[src/rtl/tiny_cpu_pkg.sv]
// Shared definitions for the tiny CPU front end: fetch FSM state encoding,
// bus widths and the default fetch timeout.
package tiny_cpu_pkg;

    localparam int unsigned ADDR_W = 16;
    localparam int unsigned DATA_W = 16;

    // Default number of FETCH cycles tolerated without a memory ack.
    localparam int unsigned FETCH_TIMEOUT_DEFAULT = 64;

    typedef enum logic [2:0] {
        ST_IDLE   = 3'd0,
        ST_FETCH  = 3'd1,
        ST_HOLD   = 3'd2,
        ST_HALTED = 3'd3,
        ST_ERROR  = 3'd4
    } fetch_state_t;

endpackage : tiny_cpu_pkg

[src/rtl/fetch_timeout_counter.sv]
// Counts consecutive FETCH cycles and flags when the budget is used up.
// Only instantiated when FETCH_TIMEOUT_EN is defined.
//   clk_in, reset_in : clock, asynchronous active-high reset
//   clear            : forces the count to zero (held while not fetching)
//   enable           : count this cycle
//   expired          : this is the TIMEOUT_CYCLES-th enabled cycle since clear
module fetch_timeout_counter
#(
    parameter int unsigned TIMEOUT_CYCLES = 64
)
(
    input  logic clk_in,
    input  logic reset_in,
    input  logic clear,
    input  logic enable,
    output logic expired
);

    localparam int unsigned CNT_W = 8;

    logic [CNT_W-1:0] count_q;

    // Final allowed cycle: the count started at 0 on the first FETCH cycle.
    assign expired = enable && (count_q == CNT_W'(TIMEOUT_CYCLES - 1));

    always_ff @(posedge clk_in or posedge reset_in) begin
        if (reset_in) begin
            count_q <= '0;
        end else if (clear) begin
            count_q <= '0;
        end else if (enable && !expired) begin
            count_q <= count_q + CNT_W'(1);
        end
    end

endmodule : fetch_timeout_counter

[src/rtl/fetch_sequencer.sv]
// Instruction fetch sequencer: requests the word at pc_in, holds it for
// decode, and steers PC increment / branch load.
// Optional feature: define FETCH_TIMEOUT_EN to abort a fetch into an ERROR
// state after TIMEOUT_CYCLES cycles without mem_ack_in.
// Ports:
//   clk_in, reset_in                  clock, asynchronous active-high reset
//   pc_in                             current program counter
//   pc_update_en_out/_sel_out         PC strobe (sel 0 = +2, 1 = load jump)
//   jump_addr_out                     branch target for PC load
//   mem_req_out, mem_addr_out         fetch request and address
//   mem_ack_in, mem_rdata_in          fetch completion and data
//   instr_valid_out, instr_ready_in   handshake with decode
//   instr_out, instr_pc_out           held instruction and its address
//   branch_req_in, branch_target_in   redirect from decode
//   halt_in                           stop after current instruction
//   halted_out, fetch_err_out         status
module fetch_sequencer
    import tiny_cpu_pkg::*;
#(
    parameter int unsigned TIMEOUT_CYCLES = FETCH_TIMEOUT_DEFAULT
)
(
    input  logic              clk_in,
    input  logic              reset_in,
    input  logic [ADDR_W-1:0] pc_in,
    output logic              pc_update_en_out,
    output logic              pc_update_sel_out,
    output logic [ADDR_W-1:0] jump_addr_out,
    output logic              mem_req_out,
    output logic [ADDR_W-1:0] mem_addr_out,
    input  logic              mem_ack_in,
    input  logic [DATA_W-1:0] mem_rdata_in,
    output logic              instr_valid_out,
    input  logic              instr_ready_in,
    output logic [DATA_W-1:0] instr_out,
    output logic [ADDR_W-1:0] instr_pc_out,
    input  logic              branch_req_in,
    input  logic [ADDR_W-1:0] branch_target_in,
    input  logic              halt_in,
    output logic              halted_out,
    output logic              fetch_err_out
);

    if (TIMEOUT_CYCLES < 2 || TIMEOUT_CYCLES > 255) begin : g_bad_timeout
        $error("fetch_sequencer: TIMEOUT_CYCLES must be in 2..255");
    end

    fetch_state_t      state_q;
    fetch_state_t      state_d;
    logic [DATA_W-1:0] instr_q;
    logic [ADDR_W-1:0] instr_pc_q;
    logic              capture;
    logic              timeout_expired;

`ifdef FETCH_TIMEOUT_EN
    // Counter sits at zero outside FETCH, so each FETCH entry starts fresh.
    fetch_timeout_counter #(
        .TIMEOUT_CYCLES (TIMEOUT_CYCLES)
    ) u_timeout (
        .clk_in   (clk_in),
        .reset_in (reset_in),
        .clear    (state_q != ST_FETCH),
        .enable   (state_q == ST_FETCH),
        .expired  (timeout_expired)
    );
    assign fetch_err_out = (state_q == ST_ERROR);
`else
    assign timeout_expired = 1'b0;
    assign fetch_err_out   = 1'b0;
`endif

    // State and captured-instruction registers.
    always_ff @(posedge clk_in or posedge reset_in) begin
        if (reset_in) begin
            state_q    <= ST_IDLE;
            instr_q    <= '0;
            instr_pc_q <= '0;
        end else begin
            state_q <= state_d;
            if (capture) begin
                instr_q    <= mem_rdata_in;
                instr_pc_q <= pc_in;
            end
        end
    end

    // Next state and PC strobe; ack wins over a coincident timeout.
    always_comb begin
        state_d           = state_q;
        capture           = 1'b0;
        pc_update_en_out  = 1'b0;
        pc_update_sel_out = 1'b0;
        jump_addr_out     = '0;
        case (state_q)
            ST_IDLE: begin
                state_d = ST_FETCH;
            end
            ST_FETCH: begin
                if (mem_ack_in) begin
                    capture          = 1'b1;
                    pc_update_en_out = 1'b1;
                    state_d          = ST_HOLD;
                end else if (timeout_expired) begin
`ifdef FETCH_TIMEOUT_EN
                    state_d = ST_ERROR;
`else
                    state_d = ST_FETCH;
`endif
                end
            end
            ST_HOLD: begin
                if (instr_ready_in) begin
                    if (halt_in) begin
                        state_d = ST_HALTED;
                    end else begin
                        state_d = ST_FETCH;
                        if (branch_req_in) begin
                            pc_update_en_out  = 1'b1;
                            pc_update_sel_out = 1'b1;
                            jump_addr_out     = branch_target_in;
                        end
                    end
                end
            end
            default: begin
                // HALTED and ERROR are left only through reset.
                state_d = state_q;
            end
        endcase
    end

    // Status decoded from the state register so reset clears them at once.
    assign mem_req_out     = (state_q == ST_FETCH);
    assign mem_addr_out    = (state_q == ST_FETCH) ? pc_in : '0;
    assign instr_valid_out = (state_q == ST_HOLD);
    assign halted_out      = (state_q == ST_HALTED);
    assign instr_out       = instr_q;
    assign instr_pc_out    = instr_pc_q;

endmodule : fetch_sequencer
[config.mk]
export PLATFORM = sky130hd
export DESIGN_NAME = fetch_sequencer
export DESIGN_NICKNAME = d
export VERILOG_FILES = /design/src/rtl/tiny_cpu_pkg.sv /design/src/rtl/fetch_timeout_counter.sv /design/src/rtl/fetch_sequencer.sv
export SDC_FILE = /design/constraint.sdc
export NUM_CORES = 1
export LEC_CHECK = 0
export CAP_MARGIN = 10
export CORE_MARGIN = 1
export CORE_UTILIZATION = 25
export DETAILED_ROUTE_END_ITERATION = 10
export PLACE_DENSITY = 0.72
export SETUP_SLACK_MARGIN = 0.15
export SLEW_MARGIN = 0
export SYNTH_ARGS = -nofsm -noshare
export SYNTH_HDL_FRONTEND = slang
export SYNTH_SLANG_ARGS = --single-unit
[constraint.sdc]
create_clock -name clk_in -period 4.55 [get_ports clk_in]
set_input_delay 0.91 -clock clk_in [delete_from_list [all_inputs] [get_ports clk_in]]
set_output_delay 0.91 -clock clk_in [all_outputs]
set_load 0.01 [all_outputs]
==> results.rst, run 1 <==
.. list-table::
   :header-rows: 1

   * - Metric
     - Value
   * - Power Dens Cells
     - 608 nW/um2
   * - Critical Path Start Type
     - input port
   * - Min-Delay Path Class
     - reg -> reg
   * - Share of Yosys cell area claimed by the top area cell type
     - 48.5%
   * - Filler-free cell count of the finished design
     - 347
   * - TritonCTS clock tree
     - built
   * - Top routing layer in use
     - met4
   * - Overall routed net length
     - 4190 um
   * - Drt drc
     - 0
   * - Area Overhead vs Synth
     - 81.7%
   * - Mapped Cells
     - 127
   * - Avg Vias per Cell
     - 3.96
   * - Most frequent cells in the layout
     - clkdlybuf4s50_1, dfrtp_1, and2_1, mux2_4, clkbuf_8
   * - Buffers on Ports
     - 122
   * - Crit Path Max Fanout
     - 17
   * - Post-synthesis average cell area
     - 13.8 um2
   * - Global-route wire length before repair
     - 6800 um
   * - DR iter-0 viols
     - 16
   * - Later-pin clock latency in the skew report
     - 280 ps
   * - RSZ-0062 raised after global routing
     - false
   * - Final GP Congestion
     - 0.701
   * - Clock slew seen by the registers of the worst setup and hold paths
     - 60 ps
   * - Chip height
     - 85.8 um
   * - IO Count
     - 124
   * - Post-synthesis net count
     - 186
   * - Headroom to the max-slew limit
     - 29.8%
   * - Commonest non-fill, non-tap cell in the layout
     - clkdlybuf4s50_1
   * - Placed cells
     - 339
   * - Worst setup path category
     - in -> out
   * - Unique masters post-synth
     - 21
   * - Cell type contributing the most total cell area after synthesis
     - dfrtp_1
   * - Count of final max-slew check failures
     - 0
   * - Total overflow reported by the global router
     - 0
   * - Number of antenna repair diodes
     - 0
   * - Sort of element at the end of the critical path
     - primary output
   * - Largest cells by area after synthesis
     - dfrtp_1, mux2_4, and2_1
   * - Flops & latches, synth
     - 34
   * - Met2 wire length
     - 2090 um
   * - Total Nets Final
     - 309
   * - Core Rows
     - 30
   * - Half-perimeter wire length after detailed placement
     - 3180 um
   * - Clock root buffer
     - clkbuf_8
   * - Floorplan die width
     - 85.8 um
   * - Total clock buffers created by CTS
     - 5
   * - Maximum Capacitance Violations
     - 0
   * - CTS Buffer Depth
     - 2
   * - Drt wl/cell
     - 12.1 um
   * - Antenna violations before repair
     - 0
   * - Cell leakage power
     - 1.41 nW
   * - Number of buffers added for setup after CTS
     - 0
   * - Number of detailed-routing iterations run before antenna repair
     - 4
   * - Total track usage
     - 12.0%
   * - Final period utilization
     - 77.5%
   * - Synthesized area
     - 1750 um2
   * - Antenna viol nets, final
     - 0
   * - Final critical delay including setup and external delays
     - 3520 ps
   * - Maximum level of the CTS H-tree
     - 2
   * - Final hold violations
     - 0
   * - Post-cts hold buffer count
     - 0
   * - Pin count of the biggest net entering global routing
     - 35
   * - CP arrival
     - 2610 ps
   * - TNS Setup
     - 0 ps
   * - Total number of vias
     - 1,375
   * - Vias in the first global route
     - 1,376
   * - Number of setup violations in the final report
     - 0
   * - Met1 layer wirelength in the final routing
     - 1740 um
   * - Initial core utilization
     - 25.8%
   * - Post-route clock skew
     - 9.00 ps
   * - Share of post-route cells with drive strength above 1
     - 17.5%
   * - Outcome
     - finished clean
   * - Die footprint
     - 7360 um2
   * - Seq/Total Area, Yosys
     - 48.5%
   * - CP required
     - 3640 ps
   * - Number of gates resized after CTS
     - 0
   * - Clock Sinks
     - 34
   * - Core box area
     - 6790 um2
   * - Max Fclk
     - 284 MHz
   * - Worst Tran Pin Value
     - 1050 ps
   * - VDD IR-drop max
     - 0.000248 V
   * - Number of warnings issued by yosys
     - 0
   * - Length of routed met3 wiring
     - 321 um
## power by group
| group | internal (mW) | switching, mW |
|---|---|---|
| clock | 0.234 | 0.104 |
| sequential | 0.458 | 0.0879 |
| combinational | 0.689 | 0.366 |
| total | 1.38 | 0.558 |
## through the flow
step                      total power [mW]  cell area [um2]  hold slack, ps  setup WS, ps  utilization (%)
after global placement                1.61             3050             489          1060             44.8
after CTS                             1.98             3190             512           992             46.9
after global routing                  2.07             3190             528           903             46.9
after floorplan                       1.09             1750             536          2040                -
final                                 1.94             3190             507          1030             46.9
after detailed placement              1.62             3050             491           991             44.8
## flip-flops by register name, indices dropped and copies added (netlist names)
| register | cells |
|---|---|
| state_q | 2 |
| instr_pc_out | 16 |
| instr_out | 16 |
## synthesized netlist by cell type
master	n
dfrtp_1	34
and2_1	31
mux2_4	30
ha_1	5
inv_1	4
buf_6	3
a21oi_1	2
buf_4	2
mux2_2	2
nand2_1	2
nor2_1	2
a221oi_4	1
and4b_1	1
buf_2	1
clkbuf_1	1
conb_1	1
inv_2	1
mux2_1	1
mux2i_1	1
nand2_2	1
nor3_1	1
## path summary, 6_finish.rpt
path,slack [ps],to,depth (start not counted),start
worst min-delay path,510,instr_pc_out[5],1,instr_pc_out[5]
worst min register to register,510,instr_pc_out[5],1,instr_pc_out[5]
worst max-delay path,1030,pc_update_en_out,5,halt_in
min in group asynchronous,1020,instr_out[3],3,reset_in
max in group asynchronous,3210,instr_pc_out[11],3,reset_in
worst max register to register,2050,instr_pc_out[2],4,state_q[1]
## kinds of logic after synthesis
kind of cell	share of synthesized area (%)
other	0.214
AND/OR/NAND/NOR	13.1
multiplexers	28.2
adder cells (fa/ha/maj)	3.57
buffers and inverters	4.35
AO/OA/AOI/OAI	2.07
flip-flops	48.5
## worst max-delay path, cell delays in order
cell and delay [ps]:
clkdlybuf4s50_1 440, and4b_1 530, a21oi_1 70, nor2_1 110, clkdlybuf4s50_1 540
## layout make-up
class,instances,area (um2)
clock buffers,6,82.6
clock inverters,2,60.1
fillers,631,3610
inverters,5,18.8
multi-input cells,81,827
flip-flops and latches,34,851
well taps,96,120
repair buffers,123,1230
## routing by layer
metal	global-route usage, %	vias up
met1	14.4	648
met4	3.18	0
li1	-	660
met3	4.52	5
met2	20.3	62
met5	0	-
Note: power is estimated with default switching activity, not from simulation.
==> inputs of run 2 (changes only) <==
Clock period 4.55 ns to 3.4 ns, I/O delays scaled along.
==> run 2 against run 1 <==
  * Highest routed layer is now met3
  * Final area shrank 1.4%
  * Clock power decreased by 20%
  * First-iteration DRC count up 130%
  * Critical path depth down 1
  * Clock-buffer cell count is 1 lower
  * Power increased by 24%
  * Utilization shrank 0.64 points
==> results.rst, run 2 (same netlist as run 1, synthesis figures left out) <==
.. list-table::
   :header-rows: 1

   * - Metric
     - Value
   * - Outcome
     - finished clean
   * - Antenna violations before repair
     - 0
   * - Buffers on Ports
     - 122
   * - Sort of element at the end of the critical path
     - primary output
   * - VDD IR-drop max
     - 0.000342 V
   * - Share of post-route cells with drive strength above 1
     - 17.5%
   * - Worst Tran Pin Value
     - 585 ps
   * - Cell mode on critical path
     - clkdlybuf4s50_1
   * - Floorplan die width
     - 85.8 um
   * - Chain of cells forming the critical path
     - clkdlybuf4s50_1 -> and4b_1 -> and2_1 -> clkdlybuf4s50_1
   * - Cell leakage power
     - 1.39 nW
   * - Number of setup violations in the final report
     - 0
   * - Commonest non-fill, non-tap cell in the layout
     - clkdlybuf4s50_1
   * - Later-pin clock latency in the skew report
     - 270 ps
   * - Number of gates resized after CTS
     - 0
   * - Total overflow reported by the global router
     - 0
   * - Half-perimeter wire length after detailed placement
     - 3190 um
   * - Core box area
     - 6790 um2
   * - TritonCTS clock tree
     - built
   * - Clock root buffer
     - clkbuf_8
   * - Total number of vias
     - 1,366
   * - RSZ-0062 raised after global routing
     - false
   * - Final hold violations
     - 0
   * - Count of buffer and inverter cells on the critical path
     - 2
   * - Length of routed met3 wiring
     - 261 um
   * - Power Dens Cells
     - 767 nW/um2
   * - Core Rows
     - 30
   * - Drt drc
     - 0
   * - Longest individual stage delay on the worst path
     - 550 ps
   * - Maximum Capacitance Violations
     - 0
   * - Max Fclk
     - 323 MHz
   * - DR iter-0 viols
     - 37
   * - Die footprint
     - 7360 um2
   * - Number of buffers added for setup after CTS
     - 0
   * - Placed cells
     - 340
   * - Final critical delay including setup and external delays
     - 3090 ps
   * - Total Nets Final
     - 310
   * - Global-route wire length before repair
     - 7080 um
   * - Initial core utilization
     - 25.8%
   * - Area Overhead vs Synth
     - 79.2%
   * - Filler-free cell count of the finished design
     - 347
   * - Critical Path Start Type
     - input port
   * - Min-Delay Path Class
     - reg -> reg
   * - Post-route design area
     - 3140 um2
   * - Most frequent cells in the layout
     - clkdlybuf4s50_1, dfrtp_1, and2_1, mux2_4
   * - Avg Vias per Cell
     - 3.94
   * - Total clock buffers created by CTS
     - 5
   * - Top routing layer in use
     - met3
   * - Number of detailed-routing iterations run before antenna repair
     - 3
   * - CP arrival
     - 2410 ps
   * - Number of antenna repair diodes
     - 0
   * - Count of final max-slew check failures
     - 0
   * - FF+latch area
     - 851 um2
   * - Multi-input logic area
     - 827 um2
   * - Worst-path cell with the longest stage delay
     - and4b_1
   * - Pin count of the biggest net entering global routing
     - 35
   * - Total track usage
     - 12.4%
   * - Setup WS pre-CTS
     - 319 ps
   * - Clock slew seen by the registers of the worst setup and hold paths
     - 70 ps
   * - Clock Sinks
     - 34
   * - Final period utilization
     - 91.0%
   * - Total power
     - 2.41 mW
   * - Post-cts hold buffer count
     - 0
   * - IO Count
     - 124
   * - Drt wl/cell
     - 12.2 um
   * - Cell family with the largest share of critical-path delay
     - buffers and inverters
   * - Filler cell count
     - 641
   * - Post-placement cell area
     - 3070 um2
   * - Worst setup path category
     - in -> out
   * - Final GP Congestion
     - 0.701
   * - Headroom to the max-slew limit
     - 61.0%
   * - Met2 wire length
     - 2170 um
   * - Overall routed net length
     - 4220 um
   * - Antenna viol nets, final
     - 0
   * - CTS Buffer Depth
     - 2
   * - Met1 layer wirelength in the final routing
     - 1790 um
   * - Vias in the first global route
     - 1,453
   * - CP required
     - 2720 ps
   * - Fin worst setup slack
     - 307 ps
   * - Chip height
     - 85.8 um
   * - Maximum level of the CTS H-tree
     - 2
   * - TNS Setup
     - 0 ps
   * - Post-route clock skew
     - 5.87 ps
   * - Crit Path Max Fanout
     - 17
==> run 2: stage by stage <==
step / hold slack, ps / util (%)
floorplan: 536 / -
global placement: 489 / 45.1
detailed placement: 492 / 45.1
CTS: 510 / 46.3
global route: 520 / 46.3
finish: 505 / 46.3
==> run 2: path summary, 6_finish.rpt <==
path,startpoint,end,slack [ps],cells past startpoint
setup / recovery,halt_in,jump_addr_out[14],310,4
hold / removal,instr_pc_out[15],instr_pc_out[15],510,1
setup reg to reg,state_q[1],instr_pc_out[12],1100,5
hold reg to reg,instr_pc_out[15],instr_pc_out[15],510,1
max in group asynchronous,reset_in,instr_pc_out[11],2290,3
min in group asynchronous,reset_in,instr_out[13],790,3
==> run 2: routing by layer <==
metal  global-route usage (%)  vias up
li1                         -      659
met1                     14.6      645
met2                     22.0       62
met3                     3.56        0
met4                     3.18        0
met5                        0        -
==> run 2: worst register-to-register path: stages (launching register included) <==
cell,delay [ps]
dfrtp_1,430
inv_1,100
ha_1,530
nand2_2,490
buf_12,330
mux2_4,310
==> run 2: cell type report <==
type / instances / area share [%]
Sequential cell: 34 / 27.1
Clock inverter: 2 / 0.318
Tap cell: 96 / 3.82
Inverter: 5 / 0.597
Multi-Input combinational cell: 81 / 26.3
Clock buffer: 5 / 2.19
Timing Repair Buffer: 124 / 39.7
==> run 2: power breakdown <==
part	switching (mW)	internal, mW	total (mW)	leakage [nW]
clock	0.132	0.137	0.269	0.0438
sequential	0.117	0.614	0.731	0.400
combinational	0.489	0.924	1.41	0.947
total	0.738	1.68	2.41	1.39
